`src/rtl/pc_ir.sv`:
```
// Program counter and instruction register stage: PC sequencing, IR capture,
// sticky fetch breakpoint and saturating instruction/branch counters.
module pc_ir #(
  parameter int AW = 16,
  parameter int CW = 32
) (
  input  logic          clk,
  input  logic          rst_n,
  input  logic [1:0]    ps_in,
  input  logic          il_in,
  input  logic [15:0]   mem_data_in,
  input  logic [AW-1:0] ra_in,
  input  logic          bp_en_in,
  input  logic [AW-1:0] bp_addr_in,
  input  logic          bp_clr_in,
  input  logic          ctr_clr_in,
  output logic [15:0]   ins_out,
  output logic [AW-1:0] pc_out,
  output logic          bp_hit_out,
  output logic [CW-1:0] icount_out,
  output logic [CW-1:0] brcount_out
);

  localparam logic [1:0] PS_HOLD = 2'b00;
  localparam logic [1:0] PS_INC  = 2'b01;
  localparam logic [1:0] PS_BR   = 2'b10;
  localparam logic [1:0] PS_JMP  = 2'b11;

  logic [AW-1:0] pc_reg, pc_next;
  logic [15:0]   ir_reg, ir_next;
  logic          bp_reg, bp_next;
  logic [CW-1:0] icount_reg, icount_next;
  logic [CW-1:0] brcount_reg, brcount_next;

  // Branch offset always comes from the registered IR, even when a new word loads this cycle.
  logic [5:0]    br_off;
  logic [AW-1:0] br_off_ext;
  logic          is_branch;
  logic          bp_match;

  assign br_off     = {ir_reg[8:6], ir_reg[2:0]};
  assign br_off_ext = {{(AW-6){br_off[5]}}, br_off};
  assign is_branch  = (ps_in == PS_BR) || (ps_in == PS_JMP);
  assign bp_match   = il_in && bp_en_in && (pc_reg == bp_addr_in);

  always_comb begin
    pc_next = pc_reg;
    case (ps_in)
      PS_HOLD: pc_next = pc_reg;
      PS_INC:  pc_next = pc_reg + AW'(1);
      PS_BR:   pc_next = pc_reg + br_off_ext;
      PS_JMP:  pc_next = ra_in;
      default: pc_next = pc_reg;
    endcase
  end

  always_comb begin
    ir_next      = il_in ? mem_data_in : ir_reg;
    icount_next  = icount_reg;
    brcount_next = brcount_reg;
    if (ctr_clr_in) begin
      icount_next  = '0;
      brcount_next = '0;
    end else begin
      if (il_in && !(&icount_reg))
        icount_next = icount_reg + CW'(1);
      if (is_branch && !(&brcount_reg))
        brcount_next = brcount_reg + CW'(1);
    end
  end

  // A new hit outranks a clear in the same cycle.
  always_comb begin
    bp_next = bp_reg;
    if (bp_match)
      bp_next = 1'b1;
    else if (bp_clr_in)
      bp_next = 1'b0;
  end

  always_ff @(posedge clk or negedge rst_n) begin
    if (!rst_n) begin
      pc_reg      <= '0;
      ir_reg      <= 16'h0000;
      bp_reg      <= 1'b0;
      icount_reg  <= '0;
      brcount_reg <= '0;
    end else begin
      pc_reg      <= pc_next;
      ir_reg      <= ir_next;
      bp_reg      <= bp_next;
      icount_reg  <= icount_next;
      brcount_reg <= brcount_next;
    end
  end

  assign pc_out      = pc_reg;
  assign ins_out     = ir_reg;
  assign bp_hit_out  = bp_reg;
  assign icount_out  = icount_reg;
  assign brcount_out = brcount_reg;

endmodule

```
`config.mk`:
```
export PLATFORM = sky130hd
export DESIGN_NAME = pc_ir
export DESIGN_NICKNAME = d
export VERILOG_FILES = /design/src/rtl/pc_ir.sv
export SDC_FILE = /design/constraint.sdc
export NUM_CORES = 1
export LEC_CHECK = 0
export ABC_AREA = 1
export CORE_MARGIN = 2
export CORE_UTILIZATION = 51
export DETAILED_ROUTE_END_ITERATION = 8
export GPL_ROUTABILITY_DRIVEN = 0
export PLACE_DENSITY = 0.92
export SYNTH_ARGS = -nofsm -noshare
export SYNTH_HDL_FRONTEND = slang
export SYNTH_SLANG_ARGS = --single-unit
```
`constraint.sdc`:
```
create_clock -name clk -period 2.61 [get_ports clk]
set_clock_uncertainty 0.1 [all_clocks]
set_input_delay 0.522 -clock clk [delete_from_list [all_inputs] [get_ports clk]]
set_output_delay 0.522 -clock clk [all_outputs]
set_load 0.005 [all_outputs]
```
==> results of run 1 <==
power by group:
group / switching [W] / internal (W)
registers: 0.000163 / 0.00161
clock network: 0.000595 / 0.000725
logic: 0.000652 / 0.000631
registers in the layout (all words and copies together) (netlist names):
register     count
icount_out      32
pc_out          16
bp_hit_out       1
ins_out         16
brcount_out     32
placed cells by master, fill, tap and decap left out, types with 9 or more instances in the layout:
| cell type | instances |
|---|---|
| a21oi_1 | 30 |
| buf_4 | 38 |
| clkbuf_16 | 9 |
| clkdlybuf4s50_1 | 149 |
| dfrtp_1 | 97 |
| inv_1 | 109 |
| inv_2 | 10 |
| mux2_2 | 11 |
| nand2_1 | 224 |
| nand2_2 | 10 |
| nand3_1 | 75 |
| nand4_1 | 35 |
| nor2_1 | 100 |
| nor2_2 | 11 |
| nor3_1 | 28 |
| o21ai_0 | 38 |
| o21ai_1 | 20 |
| xor2_1 | 20 |
layout make-up:
| class | count | area [µm²] |
|---|---|---|
| fill | 1015 | 3809 |
| clock buffer | 12 | 266.5 |
| clock inverter | 3 | 22.52 |
| sequential | 97 | 2427 |
| inverter | 121 | 456.7 |
| multi-input combinational | 678 | 3487 |
| timing repair buffer | 191 | 1833 |
| tap | 172 | 215.2 |
what timing repair did:
action,CTS,global route
buffers inserted,0,3
resized for setup,6,4
setup endpoints to repair,4,11
hold buffers,0,0
metrics by stage:
stage / cells / hold slack [ns] / instance area, µm² / TNS [ns]
floorplan: 919 / 0.1264 / 6477 / 0
global placement: 1256 / 0.3894 / 8367 / -2.770
detailed placement: 1256 / 0.3955 / 8367 / -4.012
CTS: 1271 / 0.03981 / 8676 / 0
global route: 1274 / 0.05381 / 8708 / 0
finish: 1274 / 0.03019 / 8708 / 0
routing by layer:
| metal | wire length, µm | global-route usage [%] |
|---|---|---|
| met5 | 0 | 0 |
| met4 | 583 | 13.02 |
| met3 | 1999 | 8.251 |
| met2 | 9422 | 48.86 |
| met1 | 7941 | 37.44 |
cell families (layout without fill, tap and decap cells):
family | after synthesis | after routing | synth area share [%]
compound gates | 120 | 120 | 10.62
flops | 97 | 97 | 37.47
buf+inv | 144 | 327 | 9.021
xor+xnor | 26 | 26 | 3.516
simple gates | 513 | 513 | 35.79
fa+ha+maj | 8 | 8 | 1.661
mux | 11 | 11 | 1.912
worst reg2reg max path: stages (launching register included):
cell	delay, ns
dfrtp_1	0.43
ha_1	0.25
nand2_1	0.10
inv_1	0.05
nand3_1	0.12
nor2_1	0.06
nand2_1	0.09
nand2_2	0.19
inv_2	0.31
nand3_1	0.20
o21ai_1	0.17
nand2_1	0.07
nor2_1	0.11
how the worst min path moves through the flow:
stage | cells after the start | endpoint | startpoint
5_1_grt | 1 | brcount_out[2] | rst_n
3_5_place_dp | 1 | ins_out[4] | ins_out[4]
6_report | 1 | brcount_out[2] | rst_n
4_1_cts | 1 | brcount_out[2] | rst_n
3_3_place_gp | 1 | ins_out[9] | ins_out[9]
2_1_floorplan | 0 | bp_hit_out | rst_n
==> flow_summary.yaml, run 1 <==
logic_synthesis:
  ys_types: 54
  async_flop_share_pct: 100.0
  synth_seq_cells: 97
  syn_area_per_cell_um2: 7.048
  yosys.area.top_type: "dfrtp_1"
  synth_cells: 919
  syn-cell-area_um2: 6477
  synth_ff_type: "dfrtp_1"
  synth_edf_count: 0
  synth_fp_nets: 983
  yosys-top-cells-area: "dfrtp_1 37%, nand2_1 13%, inv_1 6.3%"
  synth_common_cells: "227 x nand2_1, 109 x inv_1, 101 x nor2_1, 97 x dfrtp_1, 76 x nand3_1"
  yosysMostFrequentCell: "nand2_1"
  yosysWarnings: 0
  ys_seq_area_share_pct: 37.47
  synth_top_area_share_pct: 37.47
detailed_routing:
  drc: 0
  firstDrtPassIters: 5
  drtIter0Drc: 966
  vias_per_cell: 5.686
  routed_wl_um: 19950
  num_vias: 7244
  final_antenna_net_count: 0
  routedWlPerCell_um: 15.66
die:
  ios: 153
  start_util_pct: 51.75
  dieArea_um2: 13620
  die_w_um: 116.7
  fp-row-count: 41
  coreArea_um2: 12520
  die_y_um: 116.7
final_layout:
  final_nets: 1162
  drive_above_1_share_pct: 10.44
  num_antenna_cells: 0
  final_util_pct: 69.57
  syn2layout_area_growth_pct: 34.44
setup_path:
  reg2reg_to: "icount_out[29]"
  path_class: "reg -> reg"
  crit_family: "simple AND/OR/NAND/NOR gates"
  startpoint: "icount_out[0]"
  endpoint_kind: "flop"
  slowest_delay_ns: 0.43
  required_ns: 2.80
  crit_path_max_fanout: 17
  cp_common_cell: "nand2_1"
  slowest_stage: "dfrtp_1"
  cp.depth: 12
  reg2reg_slack_ns: 0.31
  crit_path_start_kind: "flop"
  path_cells: "ha_1 > nand2_1 > inv_1 > nand3_1 > nor2_1 > nand2_1 > nand2_2 > inv_2 > nand3_1 > o21ai_1 > nand2_1 > nor2_1"
  ff2ff_path_depth: 12
  path_buf_inv: 2
  timing.rr.start: "icount_out[0]"
  cp_data_arrival_time_ns: 2.49
  cp-endpoint: "icount_out[29]"
grt:
  grt_start_max_net_pins: 44
  grt_pass1_wl_um: 32090
  grt_pass1_vias: 6823
  grt_overflow_total: 0
  track_usage_pct: 29.98
  grt_antenna_before_repair: 0
clocking:
  htree_levels: 3
  cts-root-buf: "clkbuf_16"
  clockBufferDepth: 2
  cts_tree: "yes"
  cts_buffers: 9
  insertion_delay_ns: 0.36
  clock-sinks: 97
  clk_pin_slew_ns: 0.07
place:
  dp_slack_ns: -0.4613
  hpwl_um: 14920
  io_buffers: 152
sta:
  fin_crit_ns: 2.300
  rsz0062_at_grt: "false"
  fin_crit_sh_pct: 88.11
  setup_violations: 0
  timing.slew.headroom_pct: 63.53
  fin_ws_ns: 0.3104
  max_slew.worst_pin.slew_ns: 0.5464
  fmax_ghz: 0.4349
  finalMaxSlewViolations: 0
  hold_viol: 0
power_and_ir_drop:
  p_per_area_nw_per_um2: 502.4
  leakage_nw: 3.848
  p_total_w: 0.004375
  ir_drop_mv: 0.6260
worst_hold_path:
  hp-class: "in -> async"
outcome:
  outcome: "finished clean"
job:
  drv_cap: 0
Power figures use the tool's default switching activity.
==> run 2: changes to the inputs <==
ABC_CLOCK_PERIOD_IN_PS = 2610   (was default)
==> results of run 2 <==
No change in the layout: final DEF, timing and power equal those of run 1.
